File: config.mk
export PLATFORM = sky130hd
export DESIGN_NAME = simd_wr_dispatch
export DESIGN_NICKNAME = d
export VERILOG_FILES = /design/src/rtl/simd_wr_dispatch.sv
export SDC_FILE = /design/constraint.sdc
export NUM_CORES = 1
export LEC_CHECK = 0
export BUFFER_PORTS_ARGS = -buffer_cell sky130_fd_sc_hd__buf_4
export CORE_MARGIN = 4
export CORE_UTILIZATION = 60
export DETAILED_ROUTE_END_ITERATION = 6
export PLACE_DENSITY_LB_ADDON = 0.12
export SLEW_MARGIN = 15
export SYNTH_ARGS = -nofsm -noshare
export SYNTH_HDL_FRONTEND = slang
export SYNTH_SLANG_ARGS = --single-unit
File: constraint.sdc
create_clock -name clk -period 20.6 [get_ports clk]
set_input_delay 2.06 -clock clk [delete_from_list [all_inputs] [get_ports clk]]
set_output_delay 2.06 -clock clk [all_outputs]
set_load 0.05 [all_outputs]
File: src/rtl/simd_wr_dispatch.sv
// rtl/simd_wr_dispatch.sv - per-namespace write dispatch FIFO with independent partial retirement
// Optional feature: define SIMD_WR_DROP_CNT_EN to add the saturating drop_cnt output.
module simd_wr_dispatch #(
  parameter int BASE_STRIDE_WIDTH = 32,
  parameter int DATA_WIDTH        = 256,
  parameter int FIFO_DEPTH        = 4
) (
  input  logic                         clk,
  input  logic                         reset,
  input  logic [5:0]                   buf_wr_req_in,
  input  logic [BASE_STRIDE_WIDTH-1:0] buf_wr_addr_in,
  input  logic [DATA_WIDTH-1:0]        wr_data_in,
  input  logic [5:0]                   ns_wr_ready,
  output logic [5:0]                   ns_wr_en,
  output logic [BASE_STRIDE_WIDTH-1:0] ns_wr_addr,
  output logic [DATA_WIDTH-1:0]        ns_wr_data,
  output logic                         stall_out,
  output logic                         busy,
  output logic                         overflow_err
`ifdef SIMD_WR_DROP_CNT_EN
  ,
  output logic [15:0]                  drop_cnt
`endif
);

  localparam int AW = $clog2(FIFO_DEPTH);
  localparam int OW = AW + 1;
  localparam logic [OW-1:0] DEPTH_C   = OW'(FIFO_DEPTH);
  localparam logic [OW-1:0] STALL_LVL = OW'(FIFO_DEPTH - 1);

  logic [5:0]                   req_q  [FIFO_DEPTH];
  logic [5:0]                   req_d  [FIFO_DEPTH];
  logic [BASE_STRIDE_WIDTH-1:0] addr_q [FIFO_DEPTH];
  logic [BASE_STRIDE_WIDTH-1:0] addr_d [FIFO_DEPTH];
  logic [DATA_WIDTH-1:0]        data_q [FIFO_DEPTH];
  logic [DATA_WIDTH-1:0]        data_d [FIFO_DEPTH];
  logic [AW-1:0]                wr_ptr_q, wr_ptr_d, rd_ptr_q, rd_ptr_d;
  logic [OW-1:0]                occ_q, occ_d;
  logic                         ovf_q, ovf_d;

  logic       nonempty, retire, push_req, push_ok, drop;
  logic [5:0] head_req, head_rem;

  always_comb begin
    nonempty = (occ_q != '0);
    head_req = req_q[rd_ptr_q];
    // Bits still owed after this cycle's strobes; the head retires once none remain.
    head_rem = head_req & ~ns_wr_ready;
    retire   = nonempty && (head_rem == 6'b0);
    push_req = (buf_wr_req_in != 6'b0);
    push_ok  = push_req && ((occ_q < DEPTH_C) || retire);
    drop     = push_req && !push_ok;
  end

  always_comb begin
    ns_wr_en     = (nonempty && reset) ? (head_req & ns_wr_ready) : 6'b0;
    ns_wr_addr   = nonempty ? addr_q[rd_ptr_q] : '0;
    ns_wr_data   = nonempty ? data_q[rd_ptr_q] : '0;
    stall_out    = (occ_q >= STALL_LVL);
    busy         = nonempty;
    overflow_err = ovf_q;
  end

  always_comb begin
    req_d    = req_q;
    addr_d   = addr_q;
    data_d   = data_q;
    wr_ptr_d = wr_ptr_q;
    rd_ptr_d = rd_ptr_q;
    ovf_d    = ovf_q | drop;
    if (nonempty) begin
      req_d[rd_ptr_q] = head_rem;
    end
    if (retire) begin
      rd_ptr_d = rd_ptr_q + AW'(1);
    end
    // When full, the push lands in the slot the head is vacating, so it must win.
    if (push_ok) begin
      req_d[wr_ptr_q]  = buf_wr_req_in;
      addr_d[wr_ptr_q] = buf_wr_addr_in;
      data_d[wr_ptr_q] = wr_data_in;
      wr_ptr_d         = wr_ptr_q + AW'(1);
    end
    unique case ({push_ok, retire})
      2'b10:   occ_d = occ_q + OW'(1);
      2'b01:   occ_d = occ_q - OW'(1);
      default: occ_d = occ_q;
    endcase
  end

  always_ff @(posedge clk) begin
    if (!reset) begin
      wr_ptr_q <= '0;
      rd_ptr_q <= '0;
      occ_q    <= '0;
      ovf_q    <= 1'b0;
      for (int i = 0; i < FIFO_DEPTH; i++) begin
        req_q[i] <= 6'b0;
      end
    end else begin
      wr_ptr_q <= wr_ptr_d;
      rd_ptr_q <= rd_ptr_d;
      occ_q    <= occ_d;
      ovf_q    <= ovf_d;
      req_q    <= req_d;
    end
  end

  always_ff @(posedge clk) begin
    addr_q <= addr_d;
    data_q <= data_d;
  end

`ifdef SIMD_WR_DROP_CNT_EN
  logic [15:0] drop_cnt_q, drop_cnt_d;

  always_comb begin
    drop_cnt_d = drop_cnt_q;
    if (drop && (drop_cnt_q != 16'hFFFF)) begin
      drop_cnt_d = drop_cnt_q + 16'd1;
    end
  end

  always_ff @(posedge clk) begin
    if (!reset) begin
      drop_cnt_q <= 16'd0;
    end else begin
      drop_cnt_q <= drop_cnt_d;
    end
  end

  assign drop_cnt = drop_cnt_q;
`endif

endmodule
# After elaboration in Yosys (flattened, before gate mapping)
# Cells that the tools add are included.
dict set report op_classes {
  addsub 4
  magnitude_cmp 6
  eq_ne 2
  muxes 27
  n_bitwise 6
  n_reduce_logical 12
}
# cell n
set op_table {}
lappend op_table {{bitwise mux 1024 bit} 1}
lappend op_table {{two-way mux 256 bit} 4}
lappend op_table {{binary-select mux 256 bit (select 2 bit)} 1}
lappend op_table {{demux 256 bit (select 2 bit)} 1}
lappend op_table {{bitwise mux 128 bit} 1}
lappend op_table {{two-way mux 32 bit} 4}
lappend op_table {{binary-select mux 32 bit (select 2 bit)} 1}
lappend op_table {{demux 32 bit (select 2 bit)} 1}
lappend op_table {{bitwise mux 24 bit} 2}
lappend op_table {{two-way mux 24 bit} 2}
lappend op_table {{two-way mux 6 bit} 5}
lappend op_table {{demux 6 bit (select 2 bit)} 2}
lappend op_table {{AND 6 bit} 2}
lappend op_table {{binary-select mux 6 bit (select 2 bit)} 1}
lappend op_table {{greater-or-equal comparator 3 bit, second input constant} 2}
lappend op_table {{logical AND 1 bit} 6}
lappend op_table {{zero test 6 bit} 1}
lappend op_table {{< comparator 3 x 1 -> 1 bit, second input constant} 2}
lappend op_table {{NOT 2 -> 3 bit} 2}
lappend op_table {{NOT 6 bit} 1}
lappend op_table {{case mux 3 bit (2 select lines)} 1}
lappend op_table {{nonzero test 6 bit} 1}
lappend op_table {{adder 2 x 1 -> 2 bit, second input constant} 2}
lappend op_table {{adder 3 x 1 -> 3 bit, second input constant} 1}
lappend op_table {{10 further kinds} 10}
dict set report word_totals {
  reg_bits 1184
  in_bits 302
  out_inout_bits 297
  word_cells 73
}

# Depth between registers and ports, before layout
dict set report logic_depth {
  word_depth 12
  ltp_mapped 14
  mapped_depth_nobuf 11
}

# Least setup slack after synthesis
# OpenSTA, ideal clock, no wires.
dict set report synth_timing {
  path_kind {input to register}
  start {input ns_wr_ready[0]}
  end {register addr_q[0] (netlist name) (enable)}
  setup_time_ns 0.639
  t_arrival_ns 8.515
  required_time_ns 19.961
  path_slack_ns 11.446
  path_stages 6
  n_path_buf 1
  cell_sequence {nor2b_1 -> a221oi_4 -> nand4_1 -> o21a_1 -> buf_6 -> inv_1}
}
dict set report synth_via {
  elab_chain_cells 6
}
# item line_no
set synth_rtl {}
lappend synth_rtl {{start, declared} 13} ;# input logic [5:0] ns_wr_ready,
lappend synth_rtl {{NOT 6 bit} 48} ;# head_rem = head_req & ~ns_wr_ready;
lappend synth_rtl {{AND 6 bit} 48}
lappend synth_rtl {{zero test 6 bit} 49} ;# retire = nonempty && (head_rem == 6'b0);
lappend synth_rtl {{logical AND 1 bit} 49}
lappend synth_rtl {{logical OR 1 bit} 51} ;# push_ok = push_req && ((occ_q < DEPTH_C) || retire);
lappend synth_rtl {{logical AND 1 bit} 51}
lappend synth_rtl {{end signal, assigned} 110} ;# addr_q <= addr_d;
lappend synth_rtl {{end, declared} 33} ;# logic [BASE_STRIDE_WIDTH-1:0] addr_q [FIFO_DEPTH];
# No other way between the ends.
# A chain may end at the register's enable or synchronous reset.

# Final worst setup path
dict set report layout_timing {
  start {register rd_ptr_q[0]}
  end {register data_q[63] (netlist name) (enable)}
}
dict set report layout_via {
  elab_chain_cells 9
}
# item line_no
set layout_rtl {}
lappend layout_rtl {{start, declared} 37} ;# logic [AW-1:0] wr_ptr_q, wr_ptr_d, rd_ptr_q, rd_ptr_d;
lappend layout_rtl {{start signal, assigned} 102} ;# rd_ptr_q <= rd_ptr_d;
lappend layout_rtl {{NOT 2 -> 3 bit (implied by the code)} 46} ;# head_req = req_q[rd_ptr_q];
lappend layout_rtl {{binary-select mux 6 bit (select 2 bit)} 46}
lappend layout_rtl {{two-way mux 6 bit (implied by the code) (2 in a row)} 46}
lappend layout_rtl {{AND 6 bit} 48}
lappend layout_rtl {{zero test 6 bit} 49}
lappend layout_rtl {{logical AND 1 bit} 49}
lappend layout_rtl {{logical OR 1 bit} 51}
lappend layout_rtl {{logical AND 1 bit} 51}
lappend layout_rtl {{end signal, assigned} 111} ;# data_q <= data_d;
lappend layout_rtl {{end, declared} 35} ;# logic [DATA_WIDTH-1:0] data_q [FIFO_DEPTH];
# No other way between the ends. The select of a mux whose other input is x is not followed.

==> impl_metrics.csv <==
group,metric,value,unit
run_status,status,"finished clean",
critical_path,path_max_fanout,109,
cts,htree_levels,3,
timing,fin_crit,6.51,ns
run,maxCapViolations,0,
final_layout,syn_to_final_growth,20.3,%
final_layout,finalInstanceArea,54700,sq um
yosys,yosys_warnings,0,
final_layout,fill_cells,4309,
yosys,syn-num-nets,2401,
drt,wl_per_cell,26.8,um
critical_path,crit_arrival,6.79,ns
yosys,synth_edf_count,1152,
global_route,grt_pass1_wl,152,mm
global_route,grt_pass1_vias,23560,
final_layout,drive_gt1_frac,0.390,
floorplanning,ios,599,
global_route,gr-usage-met1,0.321,
drt,drc,0,
placed_design,gp_congestion,0.815,
placed_design,post-place-ws,13.94,ns
yosys,ys_seq_area_frac,0.775,
drt,dr.first_iter.drc_count,1757,
cts,cts_buffers,114,
timing,period_share,0.316,
global_route,use_met3,0.0778,
floorplanning,rows,100,
placed_design,hpwl,62.4,mm
critical_path,cp-end-kind,"flop",
floorplanning,die_w,283,um
cts,clk_root_buffer_cell,"clkbuf_16",
yosys,synth_largest_area_cell,"edfxtp_1",
global_route,grt_most_used_layer,"met2",
critical_path,critPathRequiredTime,20.88,ns
cts,cts_setup_buffers,0,
timing,rsz0062_at_grt,"no",
yosys,ys.flop_type,"edfxtp_1",
timing,setup_tns,0,ns
timing,timing.fmax,154,MHz
floorplanning,die_height,283,um
cts,cts_max_path_buffers,3,
global_route,grtUsageTotal,0.251,
drt,wirelength,102,mm
drt,vias,22552,
yosys,netlist_top_cells_area,"edfxtp_1 (76%), mux4_2 (14%), and2_1 (4.0%)",
global_route,grt_overflow_total,0,
min_path,min_path_type,"flop to flop",
yosys,ys_seq_elements,1184,
timing,slew_viol_final,0,
floorplanning,design.die.area,80300,sq um
cts,clock_latency,0.68,ns
critical_path,start_kind,"flop",
timing,setup_viol,0,
timing,setup_slack,14.09,ns
cts,cts_hold_buf,0,
cts,cts_tree,"done",
timing,maxSlewHeadroom,0.260,
floorplanning,initial_core_util,0.608,
yosys,netlist-cell-type-count,47,
yosys,synth_area_per_cell,21.8,sq um
drt,ant_nets,0,
placed_design,dpl-instance-area,50900,sq um
global_route,grt_use_met2,0.422,
timing,tightest_slew,1.11,ns
yosys,synthArstFlopShare,0,
drt,dr.pass1.iters,5,
cts,clkSinkCount,1184,
final_layout,finalCoreUtilization,0.731,
yosys,synth_top_area_frac,0.761,
final_layout,multiInputGateArea,9700,sq um
cts,clk_pin_slew,0.06,ns
cts,cts_resized,0,
final_layout,nets,3026,
yosys,netlist_area,45500,sq um
timing,clock_skew,0.0224,ns
floorplanning,coreArea,74800,sq um
drt,via_per_inst,5.93,
timing,finalHoldViolations,0,
global_route,grt_max_degree,158,
yosys,netlist_instances,2089,
critical_path,path_class,"flop to flop",
global_route,grt_antenna_before_repair,33,
final_layout,seqCellArea,35200,sq um
placed_design,io_buffers,598,
==> synth_stat cells, types with 5 or more instances <==
| library cell | count |
|---|---|
| edfxtp_1 | 1152 |
| nand2_1 | 63 |
| nand2b_1 | 5 |
| clkbuf_1 | 61 |
| and2_1 | 288 |
| dfxtp_1 | 32 |
| buf_1 | 15 |
| buf_2 | 34 |
| mux4_2 | 289 |
| ha_1 | 9 |
| mux2i_1 | 29 |
| a21oi_1 | 5 |
| nor2_1 | 12 |
| inv_1 | 13 |
| o21ai_0 | 27 |
==> metrics by stage <==
stage | std cells | hold WS [ns]
after floorplan | 2089 | 0.468
after global placement | 3567 | 0.470
after detailed placement | 3567 | 0.480
after CTS | 3779 | 0.489
after global routing | 3791 | 0.522
final | 3800 | 0.485
==> critical path: stages (launching register included) <==
cell       delay (ns)
dfxtp_4          0.86
buf_4            0.83
mux2i_1          0.33
a2bb2oi_1        0.79
nand4_1          0.22
o21a_1           0.43
inv_8            0.65
buf_4            0.98
buf_4            0.77
==> path summary, 6_finish.rpt <==
check	slack (ns)	end	cells after the start	startpoint
max	14.09	data_q[63]	8	rd_ptr_q[0]
min	0.49	overflow_err	2	overflow_err
max reg2reg	14.09	data_q[63]	8	rd_ptr_q[0]
min reg2reg	0.49	overflow_err	2	overflow_err
==> cell usage in the layout, fill, tap and decap left out, types with 4 or more instances in the layout <==
master,count
ha_1,9
inv_1,10
nor2_1,12
nand2_1,63
clkinv_2,23
mux2i_1,29
buf_4,620
dfxtp_1,30
mux4_2,289
nand2b_1,5
edfxtp_1,1152
nand3b_1,4
a21oi_1,5
clkinvlp_4,4
diode_2,21
bufinv_16,12
and2_1,288
o21ai_0,27
clkbuf_1,19
clkbuf_16,116
clkinv_1,30
nand4_1,4
==> final cells by class <==
| class | count | share of cell area |
|---|---|---|
| Tap cell | 969 | 0.0222 |
| Clock inverter | 75 | 0.0128 |
| Clock buffer | 137 | 0.0549 |
| Timing Repair Buffer | 623 | 0.0862 |
| Inverter | 14 | 0.00146 |
| Antenna cell | 21 | 0.000961 |
| Multi-Input combinational cell | 777 | 0.177 |
| Sequential cell | 1184 | 0.644 |
==> layer usage <==
layer,wire (um),up-vias
met5,144,-
met4,2610,22
met3,8010,170
met2,52600,745
met1,38400,11887
li1,-,9728
==> cell families after synthesis <==
| group | after synthesis | share of synthesized area |
|---|---|---|
| DFF | 1184 | 0.775 |
| and+or+nand+nor | 390 | 0.0501 |
| muxes | 324 | 0.152 |
| buffers and inverters | 128 | 0.0122 |
| AOI/OAI and AO/OA | 51 | 0.00806 |
| adders and majority gates | 10 | 0.00292 |
| xor gates and xnor gates | 2 | 0.000385 |
==> registers in the layout (all words and copies together) (netlist names) <==
name and count:
addr_q 128, occ_q 3, data_q 1024, req_q 24, wr_ptr_q 2, rd_ptr_q 2
overflow_err 1
Power is not shown: default switching activity piles up to over one toggle a cycle in this logic, so the estimate is an artifact.
